File: config.mk
export PLATFORM = sky130hd
export DESIGN_NAME = game_state_tx
export DESIGN_NICKNAME = d
export VERILOG_FILES = /design/src/rtl/game_state_tx.sv
export SDC_FILE = /design/constraint.sdc
export NUM_CORES = 1
export LEC_CHECK = 0
export CORE_MARGIN = 2
export CORE_UTILIZATION = 40
export CTS_CLUSTER_SIZE = 40
export DETAILED_ROUTE_END_ITERATION = 8
export PLACE_DENSITY_LB_ADDON = 0.15
export SYNTH_ARGS = -nofsm -noshare
export SYNTH_HDL_FRONTEND = slang
export SYNTH_SLANG_ARGS = --single-unit
export TNS_END_PERCENT = 50
File: constraint.sdc
create_clock -name clock -period 5.7 [get_ports clock]
set_input_delay 1.14 -clock clock [delete_from_list [all_inputs] [get_ports clock]]
set_output_delay 1.14 -clock clock [all_outputs]
set_load 0.05 [all_outputs]
File: src/rtl/game_state_tx.sv
// rtl/game_state_tx.sv - game state snapshot serializer, 63-byte packet over UART 8N1
//
// Purpose: on an accepted frame_update, registers a snapshot of the game state and
// shifts it out as B0 = 0xA5, B1..B61 payload, B62 = XOR(B1..B61).
// Ports:
//   clock, reset (async, active-low)
//   frame_update, enable        packet request and request gate
//   local_player_ID .. object_grid  game state to snapshot
//   tx                          serial line, idles high
//   busy                        packet in flight
//   frame_sent                  one-cycle pulse at packet end
//   dropped_frames              saturating count of requests made while busy
module game_state_tx #(
    parameter int CLKS_PER_BIT = 868
) (
    input  logic                  clock,
    input  logic                  reset,
    input  logic                  frame_update,
    input  logic                  enable,
    input  logic [1:0]            local_player_ID,
    input  logic [2:0]            game_state,
    input  logic [1:0]            player_direction,
    input  logic [7:0]            time_left,
    input  logic [9:0]            point_total,
    input  logic [8:0]            player_loc_x,
    input  logic [8:0]            player_loc_y,
    input  logic [3:0]            player_state,
    input  logic [7:0][12:0][3:0] object_grid,
    output logic                  tx,
    output logic                  busy,
    output logic                  frame_sent,
    output logic [7:0]            dropped_frames
);

    localparam int CNT_W = $clog2(CLKS_PER_BIT);
    localparam logic [CNT_W-1:0] CNT_LAST  = CNT_W'(CLKS_PER_BIT - 1);
    localparam logic [CNT_W-1:0] CNT_ONE   = CNT_W'(1);
    localparam logic [5:0]       LAST_BYTE = 6'd62;
    localparam logic [5:0]       LAST_SUM  = 6'd61;
    localparam logic [5:0]       FIRST_GRID = 6'd10;
    localparam logic [3:0]       STOP_BIT  = 4'd9;

    typedef enum logic {
        IDLE = 1'b0,
        SEND = 1'b1
    } state_t;

    state_t            state_q, state_d;
    logic              prep_q, prep_d;
    logic [5:0]        byte_idx_q, byte_idx_d;
    logic [3:0]        bit_idx_q, bit_idx_d;
    logic [CNT_W-1:0]  cnt_q, cnt_d;
    logic [7:0]        byte_q, byte_d;
    logic [7:0]        chk_q, chk_d;
    logic              tx_q, tx_d;
    logic              frame_sent_q, frame_sent_d;
    logic [7:0]        dropped_q, dropped_d;

    logic [2:0]        snap_state_q, snap_state_d;
    logic [1:0]        snap_id_q, snap_id_d;
    logic [1:0]        snap_dir_q, snap_dir_d;
    logic [7:0]        snap_time_q, snap_time_d;
    logic [9:0]        snap_points_q, snap_points_d;
    logic [8:0]        snap_x_q, snap_x_d;
    logic [8:0]        snap_y_q, snap_y_d;
    logic [3:0]        snap_pstate_q, snap_pstate_d;
    logic [415:0]      snap_grid_q, snap_grid_d;

    logic [5:0]        load_idx;
    logic [5:0]        grid_k;
    logic [7:0]        grid_pair;
    logic [7:0]        load_byte;

    // Index of the byte that will be loaded at the next byte boundary.
    always_comb begin
        load_idx = prep_q ? 6'd0 : (byte_idx_q + 6'd1);
    end

    // Packet byte mux. The flat grid holds cell n at bits [4n +: 4], so grid byte k
    // covers cells 2k (low nibble of the pair) and 2k+1; swap to put the even cell high.
    always_comb begin
        grid_k = 6'd0;
        if (load_idx >= FIRST_GRID && load_idx <= LAST_SUM) begin
            grid_k = load_idx - FIRST_GRID;
        end
        grid_pair = snap_grid_q[{grid_k, 3'b000} +: 8];
        case (load_idx)
            6'd0:    load_byte = 8'hA5;
            6'd1:    load_byte = {1'b0, snap_state_q, snap_id_q, snap_dir_q};
            6'd2:    load_byte = snap_time_q;
            6'd3:    load_byte = {6'b0, snap_points_q[9:8]};
            6'd4:    load_byte = snap_points_q[7:0];
            6'd5:    load_byte = {7'b0, snap_x_q[8]};
            6'd6:    load_byte = snap_x_q[7:0];
            6'd7:    load_byte = {7'b0, snap_y_q[8]};
            6'd8:    load_byte = snap_y_q[7:0];
            6'd9:    load_byte = {4'b0, snap_pstate_q};
            6'd62:   load_byte = chk_q;
            default: load_byte = {grid_pair[3:0], grid_pair[7:4]};
        endcase
    end

    always_comb begin
        state_d       = state_q;
        prep_d        = prep_q;
        byte_idx_d    = byte_idx_q;
        bit_idx_d     = bit_idx_q;
        cnt_d         = cnt_q;
        byte_d        = byte_q;
        chk_d         = chk_q;
        tx_d          = tx_q;
        frame_sent_d  = 1'b0;
        dropped_d     = dropped_q;
        snap_state_d  = snap_state_q;
        snap_id_d     = snap_id_q;
        snap_dir_d    = snap_dir_q;
        snap_time_d   = snap_time_q;
        snap_points_d = snap_points_q;
        snap_x_d      = snap_x_q;
        snap_y_d      = snap_y_q;
        snap_pstate_d = snap_pstate_q;
        snap_grid_d   = snap_grid_q;

        case (state_q)
            IDLE: begin
                if (frame_update && enable) begin
                    state_d       = SEND;
                    prep_d        = 1'b1;
                    chk_d         = 8'h00;
                    snap_state_d  = game_state;
                    snap_id_d     = local_player_ID;
                    snap_dir_d    = player_direction;
                    snap_time_d   = time_left;
                    snap_points_d = point_total;
                    snap_x_d      = player_loc_x;
                    snap_y_d      = player_loc_y;
                    snap_pstate_d = player_state;
                    snap_grid_d   = object_grid;
                end
            end
            SEND: begin
                if (frame_update && enable && dropped_q != 8'hFF) begin
                    dropped_d = dropped_q + 8'd1;
                end
                if (prep_q) begin
                    // First cycle after acceptance: load the sync byte, start bit begins.
                    prep_d     = 1'b0;
                    byte_idx_d = 6'd0;
                    bit_idx_d  = 4'd0;
                    cnt_d      = '0;
                    byte_d     = load_byte;
                    tx_d       = 1'b0;
                end else if (cnt_q != CNT_LAST) begin
                    cnt_d = cnt_q + CNT_ONE;
                end else begin
                    cnt_d = '0;
                    if (bit_idx_q == STOP_BIT) begin
                        if (byte_idx_q == LAST_BYTE) begin
                            state_d      = IDLE;
                            tx_d         = 1'b1;
                            frame_sent_d = 1'b1;
                        end else begin
                            // Stop bit runs straight into the next start bit.
                            byte_idx_d = load_idx;
                            bit_idx_d  = 4'd0;
                            byte_d     = load_byte;
                            tx_d       = 1'b0;
                            if (load_idx <= LAST_SUM) begin
                                chk_d = chk_q ^ load_byte;
                            end
                        end
                    end else begin
                        bit_idx_d = bit_idx_q + 4'd1;
                        tx_d      = (bit_idx_q == 4'd8) ? 1'b1 : byte_q[bit_idx_q[2:0]];
                    end
                end
            end
            default: state_d = IDLE;
        endcase
    end

    always_ff @(posedge clock or negedge reset) begin
        if (!reset) begin
            state_q       <= IDLE;
            prep_q        <= 1'b0;
            byte_idx_q    <= 6'd0;
            bit_idx_q     <= 4'd0;
            cnt_q         <= '0;
            byte_q        <= 8'h00;
            chk_q         <= 8'h00;
            tx_q          <= 1'b1;
            frame_sent_q  <= 1'b0;
            dropped_q     <= 8'h00;
            snap_state_q  <= 3'd0;
            snap_id_q     <= 2'd0;
            snap_dir_q    <= 2'd0;
            snap_time_q   <= 8'd0;
            snap_points_q <= 10'd0;
            snap_x_q      <= 9'd0;
            snap_y_q      <= 9'd0;
            snap_pstate_q <= 4'd0;
            snap_grid_q   <= '0;
        end else begin
            state_q       <= state_d;
            prep_q        <= prep_d;
            byte_idx_q    <= byte_idx_d;
            bit_idx_q     <= bit_idx_d;
            cnt_q         <= cnt_d;
            byte_q        <= byte_d;
            chk_q         <= chk_d;
            tx_q          <= tx_d;
            frame_sent_q  <= frame_sent_d;
            dropped_q     <= dropped_d;
            snap_state_q  <= snap_state_d;
            snap_id_q     <= snap_id_d;
            snap_dir_q    <= snap_dir_d;
            snap_time_q   <= snap_time_d;
            snap_points_q <= snap_points_d;
            snap_x_q      <= snap_x_d;
            snap_y_q      <= snap_y_d;
            snap_pstate_q <= snap_pstate_d;
            snap_grid_q   <= snap_grid_d;
        end
    end

    assign tx             = tx_q;
    assign busy           = (state_q == SEND);
    assign frame_sent     = frame_sent_q;
    assign dropped_frames = dropped_q;

endmodule

# After elaboration in Yosys (flattened, before gate mapping)
# Cells that the tools add are included.
# W data, S select, Z words.
[word_totals]
regBits = 511
inputBits = 467
[classes]
addsub = 5
magnitude_cmp = 3
n_eq_ne = 24
shift = 1
muxes = 43
bitwise_logic = 2
reduce_logical = 11
[ops]
columns = ["cell", "count"]
rows = [
  ["$shiftx A416 B10 Y8", 1],
  ["$pmux W8 S11", 1],
  ["$mux W8", 10],
  ["$mux W6", 6],
  ["$eq A6 B3 Y1 const B", 4],
  ["$mux W10", 2],
  ["$mux W1", 16],
  ["$mux W4", 4],
  ["$pmux W8 S2", 1],
  ["$eq A6 B2 Y1 const B", 2],
  ["$eq A6 B4 Y1 const B", 2],
  ["$eq A6 B6 Y1 const B", 2],
  ["$ne A2 B2 Y1 const B", 6],
  ["$add A10 B1 Y10 const B", 1],
  ["$ne A10 B10 Y1 const B", 1],
  ["$add A8 B1 Y8 const B", 1],
  ["$eq A4 B4 Y1 const B", 2],
  ["$ne A8 B8 Y1 const B", 1],
  ["$xor A8 B8 Y8", 1],
  ["$add A6 B1 Y6 const B", 1],
  ["$eq A6 B1 Y1 const B", 1],
  ["$ge A6 B4 Y1 const B", 1],
  ["$le A6 B6 Y1 const B", 1],
  ["$logic_not A6 Y1", 1],
  ["14 further kinds", 20],
]

# Depth between registers and ports, before layout
[depth]
word_depth = 14
mapped_depth = 17
mapped_depth_nobuf = 15

# Worst setup path before layout
# Ideal clock, no wire load.
[synth_path]
kind = "reg2reg"
from = "reg byte_idx_q[0]"
to = "reg chk_q[1]"
setup_time_ns = 0.078
t_arrival_ns = 4.043
path_slack_ns = 1.579
stages_incl_launch_ff = 17
period_less_slack_ns = 4.121
path_cell_list = "dfrtp_1 -> clkbuf_1 -> inv_1 -> ha_1 -> nor2_1 -> inv_1 -> ha_1 -> nor3b_1 -> nand2_1 -> mux2_2 -> o211ai_1 -> buf_2 -> nand2_1 -> o21ai_0 -> a211oi_1 -> or4_1 -> a21oi_1"
[synth_between]
elab_chain_cells = 14
elab_cells_between_ends = 31
[synth_lines]
columns = ["element", "line_no", "text"]
rows = [
  ["from (decl)", "50", "logic [5:0] byte_idx_q, byte_idx_d;"],
  ["from (signal assigned)", "206", "byte_idx_q <= byte_idx_d;"],
  ["$add A6 B1 Y6", "76", "load_idx = prep_q ? 6'd0 : (byte_idx_q + 6'd1);"],
  ["$mux W6", "76", ""],
  ["$ge A6 B4 Y1 / $le A6 B6 Y1 (equally long branches)", "83, 168", ""],
  ["$logic_and A1 B1 Y1", "83", "if (load_idx >= FIRST_GRID && load_idx <= LAST_SUM) begin"],
  ["$mux W6", "83", ""],
  ["$shiftx A416 B10 Y8", "86", "grid_pair = snap_grid_q[{grid_k, 3'b000} +: 8];"],
  ["$pmux W8 S11", "87", "case (load_idx)"],
  ["$xor A8 B8 Y8", "169", "chk_d = chk_q ^ load_byte;"],
  ["$mux W8", "168", "if (load_idx <= LAST_SUM) begin"],
  ["$mux W8", "158", "if (byte_idx_q == LAST_BYTE) begin"],
  ["$mux W8", "157", "if (bit_idx_q == STOP_BIT) begin"],
  ["$mux W8", "153", "end else if (cnt_q != CNT_LAST) begin"],
  ["$mux W8", "145", "if (prep_q) begin"],
  ["$pmux W8 S2", "124", "case (state_q)"],
  ["to (signal assigned)", "210", "chk_q <= chk_d;"],
  ["to (decl)", "54", "logic [7:0] chk_q, chk_d;"],
]
# Parallel ways exist; a longest one is shown, timed or not. The select of a mux whose other input is x is not followed.
# A chain may end at the register's enable or synchronous reset.

# Final worst setup path
[layout_path]
from = "reg byte_idx_q[1]"
to = "reg chk_q[5]"
# Same word-level chain as after synthesis.

==> results.sh <==
export IMPL_totalWireLength_um=97100
export IMPL_design_power_total_mw=10.1
export IMPL_cts_sinks=511
export IMPL_synth_nets=3394
export IMPL_cts_buffers=55
export IMPL_synth_area_per_cell_um2=8.30
export IMPL_portBuffers=477
export IMPL_crit_arrival_ns=5.59
export IMPL_overflow=0
export IMPL_synth_area_leader_cell="dfrtp_1"
export IMPL_die_x_um=250
export IMPL_critPathCaptureType="flop"
export IMPL_async_flop_share=1.00
export IMPL_antenna_found_initial=1
export IMPL_avgRoutedWirePerCell_um=23.4
export IMPL_crit_path_end="chk_q[5]"
export IMPL_design_area_um2=31700
export IMPL_worstPathMaxFanout=11
export IMPL_p_switching_mw=2.94
export IMPL_synth_enable_flop_cells=0
export IMPL_netlist_area_um2=24200
export IMPL_grt_use_met1=0.404
export IMPL_grt_pass1_vias=23100
export IMPL_pre_cts_slack_ns=0.810
export IMPL_ctsResizeCount=0
export IMPL_dominantRegCellSynth="dfrtp_1"
export IMPL_ff2ff_path_depth=14
export IMPL_p_int_mw=7.21
export IMPL_grt_util_met3=0.0513
export IMPL_status="finished, final reports clean"
export IMPL_clkPwrFrac=0.362
export IMPL_drtAntennaViolNets=0
export IMPL_routabilityCongestion=0.961
export IMPL_vias_per_cell=5.52
export IMPL_rsz0062_at_grt="false"
export IMPL_grt_use_total=0.306
export IMPL_r2r_end="chk_q[5]"
export IMPL_slew_violations=0
export IMPL_start_util=0.403
export IMPL_fin_crit_ns=5.04
export IMPL_setup_tns_ns=0
export IMPL_fmax_ghz=0.198
export IMPL_met2_usage=0.506
export IMPL_holdWs_ns=0.470
export IMPL_fin_skew_ns=0.0313
export IMPL_drive_gt1_frac=0.0570
export IMPL_fin_util=0.527
export IMPL_dpl_cell_area_um2=29800
export IMPL_grt_start_max_net_pins=232
export IMPL_yosysUniqueCellTypes=81
export IMPL_vias=22900
export IMPL_h_tree_depth=2
export IMPL_fp_row_count=90
export IMPL_post_cts_repair_setup_buffers=0
export IMPL_diodes=0
export IMPL_relSlewSlack=0.100
export IMPL_cts_clk_slew_worst_paths_ns=0.07
export IMPL_grt_pass1_wl_um=145000
export IMPL_worstSetupStartpointType="flop"
export IMPL_synthCells=2919
export IMPL_p_per_area_nw_per_um2=320
export IMPL_synthTopCellsByArea="dfrtp_1 (53%), nand2_1 (24%), clkbuf_1 (2.4%), mux2i_1 (2.1%), a221oi_1 (1.5%)"
export IMPL_num_nets_final=3800
export IMPL_min_period_over_period=0.885
export IMPL_hp_class="reg2reg"
export IMPL_rrSetupSlack_ns=0.66
export IMPL_cts_tree="done"
export IMPL_netlist_area_leader_share=0.527
export IMPL_syn2layout_area_growth_pct=30.7
export IMPL_clk_latency_ns=0.62
export IMPL_worstMarginPinSlew_ns=1.34
export IMPL_drt_iter0_drc=2165
export IMPL_gr_max_usage_layer="met2"
export IMPL_synth_most_common_cell="nand2_1"
export IMPL_pwr_share_seq=0.472
export IMPL_pwr_share_comb=0.166
export IMPL_ys_seq_elements=511
export IMPL_dr_pass1_iters=8
export IMPL_vdd_ir_drop_max_v=0.000224
export IMPL_setup_viol_count_final=0
export IMPL_clockBufferDepth=3
export IMPL_num_io_pins=478
export IMPL_cts_hold_buf=0
export IMPL_max_cap_violations=0
export IMPL_finalHoldViolations=0
export IMPL_swShare=0.290
export IMPL_dp_cells=4050
export IMPL_ys_warn_count=0
export IMPL_fin_ws_ns=0.655
export IMPL_dpl_hpwl_um=71700
export IMPL_die_height_um=250
export IMPL_startpoint="byte_idx_q[1]"
export IMPL_final_cells=4150
export IMPL_drc=0
export IMPL_coreArea_um2=60100
export IMPL_criticalPathCategory="reg2reg"
export IMPL_dieArea_um2=62500
export IMPL_synth_commonest_cells="nand2_1 (1,518), dfrtp_1 (510), clkbuf_1 (154)"
export IMPL_required_ns=6.25
export IMPL_yosysSeqAreaShare=0.528
export IMPL_leakagePower_nw=15.2
export IMPL_r2r_start="byte_idx_q[1]"
export IMPL_clock_root_buffer="clkbuf_16"
-- flip-flops by register name, indices dropped and copies added (netlist names), 4 cells and up --
signal,count
snap_grid_q,416
snap_x_q,9
byte_q,8
cnt_q,10
byte_idx_q,6
bit_idx_q,4
dropped_frames,8
snap_time_q,8
snap_y_q,9
snap_pstate_q,4
chk_q,8
snap_points_q,10
-- kinds of logic after synthesis --
kind of cell	Yosys count	synth area share
AO/OA/AOI/OAI	401	0.121
AND/OR/NAND/NOR	1718	0.279
multiplexers	63	0.0280
XOR/XNOR	19	0.00744
buffers and inverters	199	0.0324
adder cells (fa/ha/maj)	8	0.00413
flip-flops	511	0.528
-- layer usage --
layer | wire length, um | share of wire
met3 | 6220 | 0.064
met5 | 0 | 0
met4 | 4070 | 0.042
met2 | 46300 | 0.48
met1 | 40500 | 0.42
-- layout by cell type, fill, tap and decap left out, types with 10 or more instances in the layout --
cell             instances
a211oi_1                18
a21oi_1                 53
a221oi_1                41
a22oi_1                 22
a31oi_1                 16
and3_1                  13
buf_4                   47
clkbuf_1                11
clkbuf_16               55
clkbuf_8                12
clkdlybuf4s50_1        476
clkinv_2                12
dfrtp_1                510
inv_1                   14
mux2i_1                 52
nand2_1               1518
nand3_1                 36
nand4_1                 16
nor2_1                  57
nor3_1                  27
o2111ai_1               13
o211ai_1                28
o21ai_0                 62
o221ai_1                11
o22ai_1                 18
o31ai_1                 10
xnor2_1                 11
-- worst max-delay path, cell delays in order (launching register included) --
cell and delay, ns:
dfrtp_1 0.48, ha_1 0.46, xnor2_1 0.31, or2_2 0.42
ha_1 0.30, nor3b_1 0.41, nand2_1 0.09, mux2_2 0.36
o211ai_1 0.61, nand2_1 0.42, a21oi_1 0.23, o21ai_0 0.21
a31o_2 0.32, a31oi_1 0.18, mux2i_1 0.20
-- cell type report --
type / instances / area, um^2
sequential: 511 / 12800
clock inverter: 22 / 251
tap: 782 / 978
timing repair buffer: 533 / 5310
fill: 5693 / 28500
multi-input combinational: 2209 / 10700
clock buffer: 78 / 1580
inverter: 15 / 56.3
-- how the worst min path moves through the flow --
stage	slack, ns	depth (start not counted)	endpoint	from
after floorplan	0.43	2	byte_q[6]	byte_q[6]
after global placement	0.45	2	snap_grid_q[345]	snap_grid_q[345]
after detailed placement	0.46	2	snap_grid_q[345]	snap_grid_q[345]
after CTS	0.47	2	snap_grid_q[345]	snap_grid_q[345]
after global routing	0.49	2	snap_grid_q[190]	snap_grid_q[190]
final	0.47	2	snap_grid_q[345]	snap_grid_q[345]
-- power by group through the flow --
stage | sequential, mW | combinational (mW) | clock [mW]
after floorplan | 4.70 | 0.820 | 0
after global placement | 4.82 | 1.65 | 0
after detailed placement | 4.83 | 1.68 | 0
after CTS | 4.77 | 1.69 | 3.72
after global routing | 4.85 | 1.88 | 3.85
final | 4.79 | 1.69 | 3.67
(Power assumes the default switching activity.)
